==> config.mk <==
export PLATFORM = sky130hd
export DESIGN_NAME = ex_mem_reg
export DESIGN_NICKNAME = d
export VERILOG_FILES = /design/src/rtl/cpu_types_pkg.sv /design/src/rtl/ex_mem_perf.sv /design/src/rtl/ex_mem_reg.sv
export SDC_FILE = /design/constraint.sdc
export NUM_CORES = 1
export LEC_CHECK = 0
export CORE_ASPECT_RATIO = 1.4
export CORE_UTILIZATION = 42
export CTS_BUF_LIST = sky130_fd_sc_hd__clkbuf_16
export CTS_CLUSTER_DIAMETER = 50
export DETAILED_ROUTE_END_ITERATION = 16
export GPL_TIMING_DRIVEN = 0
export PLACE_DENSITY_LB_ADDON = 0.3
export SLEW_MARGIN = 20
export SYNTH_ARGS = -nofsm -noshare
export SYNTH_HDL_FRONTEND = slang
export SYNTH_SLANG_ARGS = --single-unit
==> constraint.sdc <==
create_clock -name CLK -period 2.14 [get_ports CLK]
set_clock_uncertainty 0.2 [all_clocks]
set_input_delay 0.321 -clock CLK [delete_from_list [all_inputs] [get_ports CLK]]
set_output_delay 0.321 -clock CLK [all_outputs]
set_load 0.05 [all_outputs]
==> src/rtl/cpu_types_pkg.sv <==
// Shared CPU datapath types: word/register-address types, EX/MEM stage
// state encoding and a saturating-increment helper.
package cpu_types_pkg;

    localparam int unsigned CPU_WORD_W = 32;
    localparam int unsigned CPU_REG_AW = 5;

    typedef logic [CPU_WORD_W-1:0] word_t;
    typedef logic [CPU_REG_AW-1:0] regbits_t;

    typedef enum logic [1:0] {
        IDLE = 2'd0,
        WAIT = 2'd1,
        DONE = 2'd2
    } exmem_state_t;

    // Increment that sticks at all-ones instead of wrapping.
    function automatic word_t sat_inc(input word_t v);
        return (v == '1) ? v : v + word_t'(1);
    endfunction

endpackage

==> src/rtl/ex_mem_perf.sv <==
// EX/MEM performance counters: cycles spent waiting on memory and flushes
// actually applied. Both counters saturate. Only built with EX_MEM_PERF_EN.
module ex_mem_perf
    import cpu_types_pkg::*;
(
    input  logic  CLK,
    input  logic  RST,
    input  logic  in_wait,
    input  logic  flush_apply,
    output word_t perf_wait_cyc,
    output word_t perf_flush_cnt
);

    // Saturating event counters, synchronous reset.
    always_ff @(posedge CLK) begin
        if (RST) begin
            perf_wait_cyc  <= '0;
            perf_flush_cnt <= '0;
        end else begin
            if (in_wait) begin
                perf_wait_cyc <= sat_inc(perf_wait_cyc);
            end
            if (flush_apply) begin
                perf_flush_cnt <= sat_inc(perf_flush_cnt);
            end
        end
    end

endmodule

==> src/rtl/ex_mem_reg.sv <==
// EX/MEM pipeline register with a small memory-wait state machine.
// Holds the instruction while a load/store is outstanding, defers flushes
// that arrive mid-request, and produces forwarding data/qualifier.
// Optional feature: define EX_MEM_PERF_EN to add wait-cycle and flush
// counters (perf_wait_cyc, perf_flush_cnt).
module ex_mem_reg
    import cpu_types_pkg::*;
#(
    parameter int unsigned WORD_W = CPU_WORD_W,
    parameter int unsigned REG_AW = CPU_REG_AW
) (
    input  logic              CLK,
    input  logic              RST,
    input  logic              ex_valid,
    input  logic              ex_rfWEN,
    input  logic              ex_dREN,
    input  logic              ex_dWEN,
    input  logic              ex_halt,
    input  logic [WORD_W-1:0] ex_aluout,
    input  logic [WORD_W-1:0] ex_rdat2,
    input  logic [WORD_W-1:0] ex_pc,
    input  logic [REG_AW-1:0] ex_dest,
    input  logic              advance,
    input  logic              flush,
    input  logic              dhit,
    input  logic [WORD_W-1:0] dmemload,
    output logic              mem_valid,
    output logic              mem_rfWEN,
    output logic              mem_dREN,
    output logic              mem_dWEN,
    output logic              mem_halt,
    output logic [REG_AW-1:0] mem_dest,
    output logic [WORD_W-1:0] mem_aluout,
    output logic [WORD_W-1:0] mem_rdat2,
    output logic [WORD_W-1:0] mem_pc,
    output logic [WORD_W-1:0] mem_fwd_data,
    output logic              mem_fwd_ok,
    output logic              mem_busy
`ifdef EX_MEM_PERF_EN
    ,
    output word_t             perf_wait_cyc,
    output word_t             perf_flush_cnt
`endif
);

    exmem_state_t      state_q, state_n;
    logic              valid_q, valid_n;
    logic              rfwen_q, rfwen_n;
    logic              dren_q, dren_n;
    logic              dwen_q, dwen_n;
    logic              halt_q, halt_n;
    logic [REG_AW-1:0] dest_q, dest_n;
    logic [WORD_W-1:0] aluout_q, aluout_n;
    logic [WORD_W-1:0] rdat2_q, rdat2_n;
    logic [WORD_W-1:0] pc_q, pc_n;
    logic [WORD_W-1:0] load_q, load_n;
    logic              is_load_q, is_load_n;   // held instruction is a valid load
    logic              pend_q, pend_n;         // flush deferred until request completes
    logic              flush_apply_c;

    // State and pipeline registers.
    always_ff @(posedge CLK) begin
        if (RST) begin
            state_q   <= IDLE;
            valid_q   <= 1'b0;
            rfwen_q   <= 1'b0;
            dren_q    <= 1'b0;
            dwen_q    <= 1'b0;
            halt_q    <= 1'b0;
            dest_q    <= '0;
            aluout_q  <= '0;
            rdat2_q   <= '0;
            pc_q      <= '0;
            load_q    <= '0;
            is_load_q <= 1'b0;
            pend_q    <= 1'b0;
        end else begin
            state_q   <= state_n;
            valid_q   <= valid_n;
            rfwen_q   <= rfwen_n;
            dren_q    <= dren_n;
            dwen_q    <= dwen_n;
            halt_q    <= halt_n;
            dest_q    <= dest_n;
            aluout_q  <= aluout_n;
            rdat2_q   <= rdat2_n;
            pc_q      <= pc_n;
            load_q    <= load_n;
            is_load_q <= is_load_n;
            pend_q    <= pend_n;
        end
    end

    // Next-state: capture, bubble insertion, memory completion. A halted
    // stage ignores new captures and flushes; only an outstanding request
    // may still complete. Halt stays set through a deferred bubble.
    always_comb begin
        state_n       = state_q;
        valid_n       = valid_q;
        rfwen_n       = rfwen_q;
        dren_n        = dren_q;
        dwen_n        = dwen_q;
        halt_n        = halt_q;
        dest_n        = dest_q;
        aluout_n      = aluout_q;
        rdat2_n       = rdat2_q;
        pc_n          = pc_q;
        load_n        = load_q;
        is_load_n     = is_load_q;
        pend_n        = pend_q;
        flush_apply_c = 1'b0;

        case (state_q)
            WAIT: begin
                if (flush) begin
                    pend_n = 1'b1;
                end
                if (dhit) begin
                    if (dren_q) begin
                        load_n = dmemload;
                    end
                    dren_n  = 1'b0;
                    dwen_n  = 1'b0;
                    state_n = DONE;
                    if (pend_q || flush) begin
                        valid_n       = 1'b0;
                        rfwen_n       = 1'b0;
                        dest_n        = '0;
                        is_load_n     = 1'b0;
                        pend_n        = 1'b0;
                        flush_apply_c = 1'b1;
                    end
                end
            end
            default: begin
                if (!halt_q) begin
                    if (flush) begin
                        state_n       = IDLE;
                        valid_n       = 1'b0;
                        rfwen_n       = 1'b0;
                        dren_n        = 1'b0;
                        dwen_n        = 1'b0;
                        halt_n        = 1'b0;
                        dest_n        = '0;
                        is_load_n     = 1'b0;
                        flush_apply_c = 1'b1;
                    end else if (advance) begin
                        valid_n   = ex_valid;
                        rfwen_n   = ex_rfWEN;
                        dren_n    = ex_dREN;
                        dwen_n    = ex_dWEN;
                        halt_n    = ex_valid & ex_halt;
                        dest_n    = ex_rfWEN ? ex_dest : '0;
                        aluout_n  = ex_aluout;
                        rdat2_n   = ex_rdat2;
                        pc_n      = ex_pc;
                        is_load_n = ex_valid & ex_dREN;
                        state_n   = (ex_valid && (ex_dREN || ex_dWEN)) ? WAIT : IDLE;
                    end
                end
            end
        endcase
    end

    // Stage outputs; forwarding view is decoded from the held state.
    assign mem_valid    = valid_q;
    assign mem_rfWEN    = rfwen_q;
    assign mem_dREN     = dren_q;
    assign mem_dWEN     = dwen_q;
    assign mem_halt     = halt_q;
    assign mem_dest     = dest_q;
    assign mem_aluout   = aluout_q;
    assign mem_rdat2    = rdat2_q;
    assign mem_pc       = pc_q;
    assign mem_busy     = (state_q == WAIT);
    assign mem_fwd_data = (state_q == DONE && is_load_q) ? load_q : aluout_q;
    assign mem_fwd_ok   = (state_q == WAIT && is_load_q) ? 1'b0 : (rfwen_q & valid_q);

`ifdef EX_MEM_PERF_EN
    // Wait-cycle and applied-flush counters.
    ex_mem_perf u_perf (
        .CLK           (CLK),
        .RST           (RST),
        .in_wait       (state_q == WAIT),
        .flush_apply   (flush_apply_c),
        .perf_wait_cyc (perf_wait_cyc),
        .perf_flush_cnt(perf_flush_cnt)
    );
`else
    logic unused_flush_apply;
    assign unused_flush_apply = flush_apply_c;
`endif

endmodule

==> summary.md, run 1 <==
| Metric | Value |
|---|---|
| Standard-cell rows | 52 |
| Number of antenna violations at the first check in global routing | 0 |
| Ant. Diodes | 0 |
| Crit Path Category | reg2out |
| Max-cap violations | 0 |
| Class of the tightest hold or removal check | in2reg |
| Clock transition at the register clock pins on the worst setup and hold paths after CTS | 0.06 ns |
| Routed WL | 23,100 um |
| Power Dens Cells | 712 mW/mm^2 |
| Number of clock sinks | 142 |
| Worst hold-check slack | 0.180 ns |
| Detailed-route wire length per cell | 19.0 um |
| Area growth from synthesis to layout | 66.9% |
| Sw Pwr | 2.17 mW |
| Relative contribution of sequential cells to total power | 0.382 |
| Cell with the largest stage delay on the worst path | sky130_fd_sc_hd__dfxtp_4 |
| Global route total overflow | 0 |
| Combinational share of power | 0.210 |
| CP delay by family, top | buffers and inverters |
| Buffer type at the clock tree root | sky130_fd_sc_hd__clkbuf_16 |
| TritonCTS buffer count | 17 |
| Number of violations reported at the end of detailed-routing iteration 0 | 400 |
| Sequential standard cell area | 0.00285 mm^2 |
| Number of routed nets with antenna violations | 0 |
| Number of fillers in the final layout | 1,091 |
| Maximum ir drop on the vdd rail | 0.404 mV |
| Proportion of synthesized chip area in sequential cells | 0.459 |
| Post-route cell area | 0.0103 mm^2 |
| Max-slew headroom at the worst pin | 0.537 |
| Vias in the first global route | 6,418 |
| Violated checks | negative setup slack |
| Final setup viols | 30 |
| Number of standard cells in the layout, taps in and fillers out | 1,216 |
| Combined area of the multi-input logic cells | 0.00306 mm^2 |
| Buffers and inverters on the worst path | 3 |
| Die Span X | 105 um |
| # nets final | 1,157 |
| Core area | 0.0144 mm^2 |
| Routability-driven placement congestion ratio | 0.905 |
| Synthesized area per cell | 8.78 um^2 |
| Minimum period implied by the final worst setup slack | 2.25 ns |
| Sequence of cells on the critical path | nand3b_1, buf_6, clkbuf_16, mux2_4, buf_8 |
| Gate Count Post-Synth | 706 |
| Port buffer count | 281 |
| Worst Setup End Kind | primary output |
| Die span in y | 146 um |
| Critical path arrival | 1.73 ns |
| Final Hold Fails | 0 |
| Leakage component of the power | 4.56 nW |
| Maximum number of pins on one net before global-route repair | 17 |
| Number of levels the H-tree was split into | 4 |
| CP max FO | 8 |
| I/O Pins | 283 |
| Synthesized flop and latch total | 142 |
| Starting density of the core | 0.429 |
| Clock tree from TritonCTS | yes |
| Clock Path Buffers | 2 |
| Share of final-layout standard cells stronger than drive strength 1 | 0.135 |
| Smallest setup slack after layout | -0.111 ns |
| Final Max Slew Viols | 0 |
| Setup TNS | -2.77 ns |
| Number of distinct standard cells referenced by the synthesized netlist | 28 |
| Req. time, crit path | 1.62 ns |
| Number of cells after detailed placement | 1,176 |
| Instance area at placement | 0.00925 mm^2 |
| Fraction of the cycle the final worst path needs | 1.05 |
| Clock insertion delay at the later pin of the skew report | 0.42 ns |
| Setup repair after global routing missed its margin | yes |
| DP HPWL | 16,200 um |
| DR vias | 6,918 |
| Transition at the pin with the smallest max-transition slack | 0.694 ns |
| Synthesized area | 0.00620 mm^2 |
| Number of remaining DRC errors | 0 |
| Number of search-and-repair iterations in the first detailed-routing pass | 5 |
| Synth Net Count | 849 |
| Average vias per placed instance | 5.69 |
| Slowest Stage Delay on Critical Path | 0.34 ns |
| Switching Share | 0.294 |
| Number of buffers added to fix hold violations after cts | 0 |
| Clock power frac | 0.408 |
| Internal power consumption | 5.20 mW |
| Total of warnings raised by yosys | 0 |
| Kind of launch point of the worst setup path | flop |
| Max Clock Freq | 444 MHz |
| Status | finished, violations left |
| Global-route wire length before repair | 34,200 um |
| GRT Util Overall | 0.284 |
| Overall die area | 0.0153 mm^2 |
## per-stage QoR
| step | power [mW] | setup WS [ns] | util |
|---|---|---|---|
| 6_report | 7.37 | -0.111 | 0.716 |
| 5_1_grt | 7.60 | -0.149 | 0.716 |
| 4_1_cts | 7.35 | -0.0946 | 0.686 |
| 3_5_place_dp | 4.35 | -0.483 | 0.641 |
| 3_3_place_gp | 4.34 | -0.497 | 0.641 |
| 2_1_floorplan | 3.70 | 0.198 | - |
## power groups by stage
stage,Combinational (mW),Sequential [mW],Clock [mW]
2_1_floorplan,0.507,3.19,0
5_1_grt,1.62,2.82,3.16
3_3_place_gp,1.48,2.87,0
3_5_place_dp,1.48,2.87,0
4_1_cts,1.50,2.81,3.04
6_report,1.55,2.81,3.01
## routing by layer
metal	global-route usage	up-vias	wire length (um)
met5	0	-	0
met4	0.0817	0	603
met3	0.0766	45	1630
met2	0.511	308	12100
met1	0.328	3284	8830
li1	-	3281	-
## cell usage after synthesis
cell type / count / area [um^2]
sky130_fd_sc_hd__nand3b_1: 2 / 15.0
sky130_fd_sc_hd__o211ai_1: 2 / 15.0
sky130_fd_sc_hd__o22ai_4: 1 / 20.0
sky130_fd_sc_hd__clkbuf_1: 63 / 236
sky130_fd_sc_hd__dfxtp_1: 142 / 2840
sky130_fd_sc_hd__mux2i_1: 9 / 90.1
sky130_fd_sc_hd__o2111ai_1: 1 / 8.76
sky130_fd_sc_hd__nor2_1: 3 / 11.3
sky130_fd_sc_hd__mux2_2: 32 / 360
sky130_fd_sc_hd__nor2b_1: 1 / 6.26
sky130_fd_sc_hd__and4b_1: 1 / 10.0
sky130_fd_sc_hd__a31oi_1: 1 / 6.26
sky130_fd_sc_hd__o21ai_0: 1 / 5.00
sky130_fd_sc_hd__buf_4: 8 / 60.1
sky130_fd_sc_hd__nand2_1: 66 / 248
sky130_fd_sc_hd__buf_2: 19 / 95.1
sky130_fd_sc_hd__nand4_1: 102 / 638
sky130_fd_sc_hd__and3_1: 1 / 6.26
sky130_fd_sc_hd__nand4b_1: 1 / 8.76
sky130_fd_sc_hd__a211oi_1: 1 / 7.51
sky130_fd_sc_hd__or4b_1: 2 / 20.0
sky130_fd_sc_hd__a21oi_1: 133 / 666
sky130_fd_sc_hd__inv_2: 2 / 7.51
sky130_fd_sc_hd__o21bai_1: 1 / 7.51
sky130_fd_sc_hd__nand2b_1: 11 / 68.8
sky130_fd_sc_hd__o31ai_1: 96 / 721
sky130_fd_sc_hd__buf_1: 2 / 7.51
sky130_fd_sc_hd__nand3_1: 2 / 10.0
## cells in the final DEF (no fill, tap or decap), types with 13 or more instances in the layout
| cell | netlist | routed |
|---|---|---|
| sky130_fd_sc_hd__nand4_1 | 102 | 102 |
| sky130_fd_sc_hd__buf_4 | 8 | 13 |
| sky130_fd_sc_hd__dlymetal6s2s_1 | 0 | 41 |
| sky130_fd_sc_hd__dfxtp_1 | 142 | 140 |
| sky130_fd_sc_hd__buf_8 | 0 | 31 |
| sky130_fd_sc_hd__clkbuf_16 | 0 | 20 |
| sky130_fd_sc_hd__clkbuf_1 | 63 | 60 |
| sky130_fd_sc_hd__mux2_4 | 0 | 28 |
| sky130_fd_sc_hd__buf_2 | 19 | 15 |
| sky130_fd_sc_hd__a21oi_1 | 133 | 132 |
| sky130_fd_sc_hd__clkdlybuf4s50_1 | 0 | 191 |
| sky130_fd_sc_hd__dlygate4sd2_1 | 0 | 15 |
| sky130_fd_sc_hd__o31ai_1 | 96 | 96 |
| sky130_fd_sc_hd__nand2_1 | 66 | 66 |
## tightest hold or removal path, cell delays in order
cell and delay [ns]:
sky130_fd_sc_hd__clkbuf_1 0.23, sky130_fd_sc_hd__nand2b_1 0.15, sky130_fd_sc_hd__mux2i_1 0.06
## worst paths after layout
check                   from               end  slack (ns)  cells after the start
setup / recovery  state_q[0]  mem_fwd_data[16]       -0.11                      5
hold / removal           RST        state_q[0]        0.18                      3
setup reg to reg    mem_halt     mem_rdat2[15]        0.23                      6
hold reg to reg    load_q[0]         load_q[0]        0.25                      2
## timing repair
action / CTS / global route
setup buffers: 3 / 3
resized for setup: 260 / 113
cloned: 0 / 3
setup endpoints to repair: 49 / 77
pin swaps: 0 / 0
hold endpoints to repair: 0 / 0
## area by class of cell
type / count / area share
Clock inverter: 15 / 0.0166
Buffer: 91 / 0.0417
Multi-Input combinational cell: 470 / 0.296
Sequential cell: 142 / 0.275
Tap cell: 189 / 0.0229
Inverter: 2 / 0.000968
Timing Repair Buffer: 290 / 0.306
Clock buffer: 17 / 0.0411
## registers in the layout, summed over array words and instances (netlist names), 2 cells and up
signal and cells:
state_q 2, mem_pc 32, mem_aluout 32, mem_rdat2 32
load_q 32, mem_dest 5
## cells by family after synthesis
kind of cell,Yosys count,synth area share
multiplexers,41,0.0727
buffers and inverters,94,0.0656
AND/OR/NAND/NOR,192,0.168
flip-flops,142,0.459
AO/OA/AOI/OAI,237,0.235
No activity file was read; power rests on OpenSTA's default activity.
==> inputs of run 2 (changes only) <==
--- a/constraint.sdc
+++ b/constraint.sdc
@@ -4,2 +4,2 @@
 set_output_delay 0.321 -clock CLK [all_outputs]
-set_load 0.05 [all_outputs]
+set_load 0.02 [all_outputs]
==> run 2 against run 1 <==
Effect of this change:
- non-clock buffer count fell by 3
- via count rose by 0.55%
- critical path depth did not move
- the flow still finishes with violations (negative setup slack)
- cell area fell by 5.2%
- register-to-register slack got worse by 0.02 ns
- maximum frequency rose by 1.2%
- die area did not move
- wire length fell by 3.5%
- highest routed layer unchanged
- total power fell by 9.5%
- count of clock-buffer cells in the layout did not move
- worst setup slack improved by 0.027 ns
- sequential power barely moved
==> summary.md, run 2 (synthesis gave the netlist of run 1 again) <==
| Metric | Value |
|---|---|
| Status | finished, violations left |
| Violated checks | negative setup slack |
| Core area | 0.0144 mm^2 (unchanged) |
| Die Span X | 105 um (unchanged) |
| Power Dens Cells | 680 mW/mm^2 (-4.5%) |
| Share of final-layout standard cells stronger than drive strength 1 | 0.130 (-0.00546) |
| Port buffer count | 281 (unchanged) |
| Layer with the highest usage | met2 |
| Vias in the first global route | 6,687 (+4.2%) |
| Req. time, crit path | 1.62 ns (about the same) |
| Routability-driven placement congestion ratio | 0.829 (-8.3%) |
| Global routing usage on met1 | 0.333 (+0.00527) |
| Setup repair after global routing missed its margin | yes |
| Most used cells in the layout excluding fill and tap cells | sky130_fd_sc_hd__clkdlybuf4s50_1 (247), sky130_fd_sc_hd__dfxtp_1 (140), sky130_fd_sc_hd__a21oi_1 (133) |
| TritonCTS buffer count | 17 (unchanged) |
| Average vias per placed instance | 5.73 (+0.80%) |
| Met3 demand-to-capacity share in global routing | 0.0725 (-0.00403) |
| Routed WL | 22,300 um (-3.5%) |
| DR vias | 6,956 (+0.55%) |
| Class of the tightest hold or removal check | in2reg |
| Number of clock sinks | 142 (unchanged) |
| Number of search-and-repair iterations in the first detailed-routing pass | 7 (+2) |
| Max-cap violations | 0 (unchanged) |
| Maximum ir drop on the vdd rail | 0.394 mV (-2.5%) |
| Routing usage on met2 | 0.499 (-0.0123) |
| Number of remaining DRC errors | 0 (unchanged) |
| CP max FO | 10 (+2) |
| Clock Path Buffers | 2 (unchanged) |
| Critical path arrival | 1.70 ns (-0.03 ns) |
| Fraction of the cycle the final worst path needs | 1.04 (-0.0124) |
| GRT Util Overall | 0.289 (+0.00445) |
| Max-slew headroom at the worst pin | 0.535 (-0.00283) |
| Final Hold Fails | 0 (unchanged) |
| # nets final | 1,154 (-0.26%) |
| Number of fillers in the final layout | 1,212 (+11%) |
| Number of routed nets with antenna violations | 0 (unchanged) |
| Global route total overflow | 0 (unchanged) |
| Detailed-route wire length per cell | 18.4 um (-3.2%) |
| Transition at the pin with the smallest max-transition slack | 0.698 ns (+0.00424 ns) |
| Number of levels the H-tree was split into | 4 (unchanged) |
| Ant. Diodes | 0 (unchanged) |
| Clock tree from TritonCTS | yes |
| Die span in y | 146 um (unchanged) |
| Worst Setup End Kind | primary output |
| Crit Path Category | reg2out |
| Leakage component of the power | 3.57 nW (-22%) |
| DP HPWL | 16,200 um (-0.28%) |
| Overall die area | 0.0153 mm^2 (unchanged) |
| Number of violations reported at the end of detailed-routing iteration 0 | 308 (-23%) |
| Core utilization of the finished layout | 0.679 (-0.0371) |
| Starting density of the core | 0.429 (unchanged) |
| Number of antenna violations at the first check in global routing | 0 (unchanged) |
| Smallest setup slack after layout | -0.0846 ns (+0.0265 ns) |
| Global-route wire length before repair | 35,000 um (+2.2%) |
| I/O Pins | 283 (unchanged) |
| Final Max Slew Viols | 0 (unchanged) |
| Kind of launch point of the worst setup path | flop |
| Minimum period implied by the final worst setup slack | 2.22 ns (-0.0265 ns) |
| Area growth from synthesis to layout | 58.3% |
| Final setup viols | 30 (unchanged) |
| Standard-cell rows | 52 (unchanged) |
| Buffer type at the clock tree root | sky130_fd_sc_hd__clkbuf_16 |
| Max Clock Freq | 450 MHz (+1.2%) |
| Clock transition at the register clock pins on the worst setup and hold paths after CTS | 0.06 ns (about the same) |
| Maximum number of pins on one net before global-route repair | 17 (unchanged) |
| Pwr Total | 6.67 mW (-9.5%) |
| Most common library cell in the layout ignoring fill and taps | sky130_fd_sc_hd__clkdlybuf4s50_1 |
| Clock insertion delay at the later pin of the skew report | 0.42 ns (about the same) |
## run 2: path summary, 6_finish.rpt
check | start | endpoint | slack (ns) | depth (start not counted)
worst min register to register | load_q[14] | load_q[14] | 0.25 | 2
worst max-delay path | state_q[0] | mem_fwd_data[25] | -0.08 | 5
worst min-delay path | RST | mem_dest[3] | 0.16 | 3
worst max register to register | mem_halt | mem_pc[18] | 0.21 | 6
## run 2: final cells by class
type                            instances  area (um^2)  share of cell area
Sequential cell                       142         2850               0.290
Tap cell                              189          236              0.0241
Inverter                                2         10.0             0.00102
Buffer                                 91          440              0.0449
Multi-Input combinational cell        470         2950               0.301
Timing Repair Buffer                  287         2800               0.285
Clock buffer                           17          425              0.0434
Clock inverter                         15         98.8              0.0101
## run 2: worst max-delay path, cell delays in order (launching register included)
cell,delay [ns]
sky130_fd_sc_hd__dfxtp_4,0.35
sky130_fd_sc_hd__nand3b_1,0.14
sky130_fd_sc_hd__buf_12,0.16
sky130_fd_sc_hd__buf_12,0.14
sky130_fd_sc_hd__mux2_2,0.33
sky130_fd_sc_hd__buf_2,0.16
## run 2: routing by layer
layer | vias to the layer above | part of all wire
met5 | - | 0
met4 | 0 | 0.038
met3 | 58 | 0.080
met2 | 339 | 0.50
met1 | 3284 | 0.38
li1 | 3275 | -
## run 2: report_power, final
group	switching, mW	internal [mW]	total (mW)
sequential	0.0686	2.74	2.81
clock	1.18	1.47	2.65
combinational	0.622	0.585	1.21
total	1.87	4.80	6.67
## run 2: through the flow
stage / std cells / hold WS, ns / setup WS, ns / TNS, ns / cell area (um^2)
after floorplan: 706 / 0.218 / 0.385 / 0 / 6200
after global placement: 1176 / 0.239 / -0.351 / -27.23 / 9250
after detailed placement: 1176 / 0.244 / -0.366 / -27.67 / 9250
after CTS: 1210 / 0.160 / -0.0878 / -2.12 / 9760
after global routing: 1213 / 0.182 / -0.133 / -3.27 / 9810
final: 1213 / 0.158 / -0.0846 / -2.06 / 9810
## run 2: what timing repair did
item,in CTS,in global routing
setup endpoints to repair,34,35
pin swaps,0,0
cloned,1,0
hold buffers,0,0
gates resized for setup,168,12
setup buffers,2,3
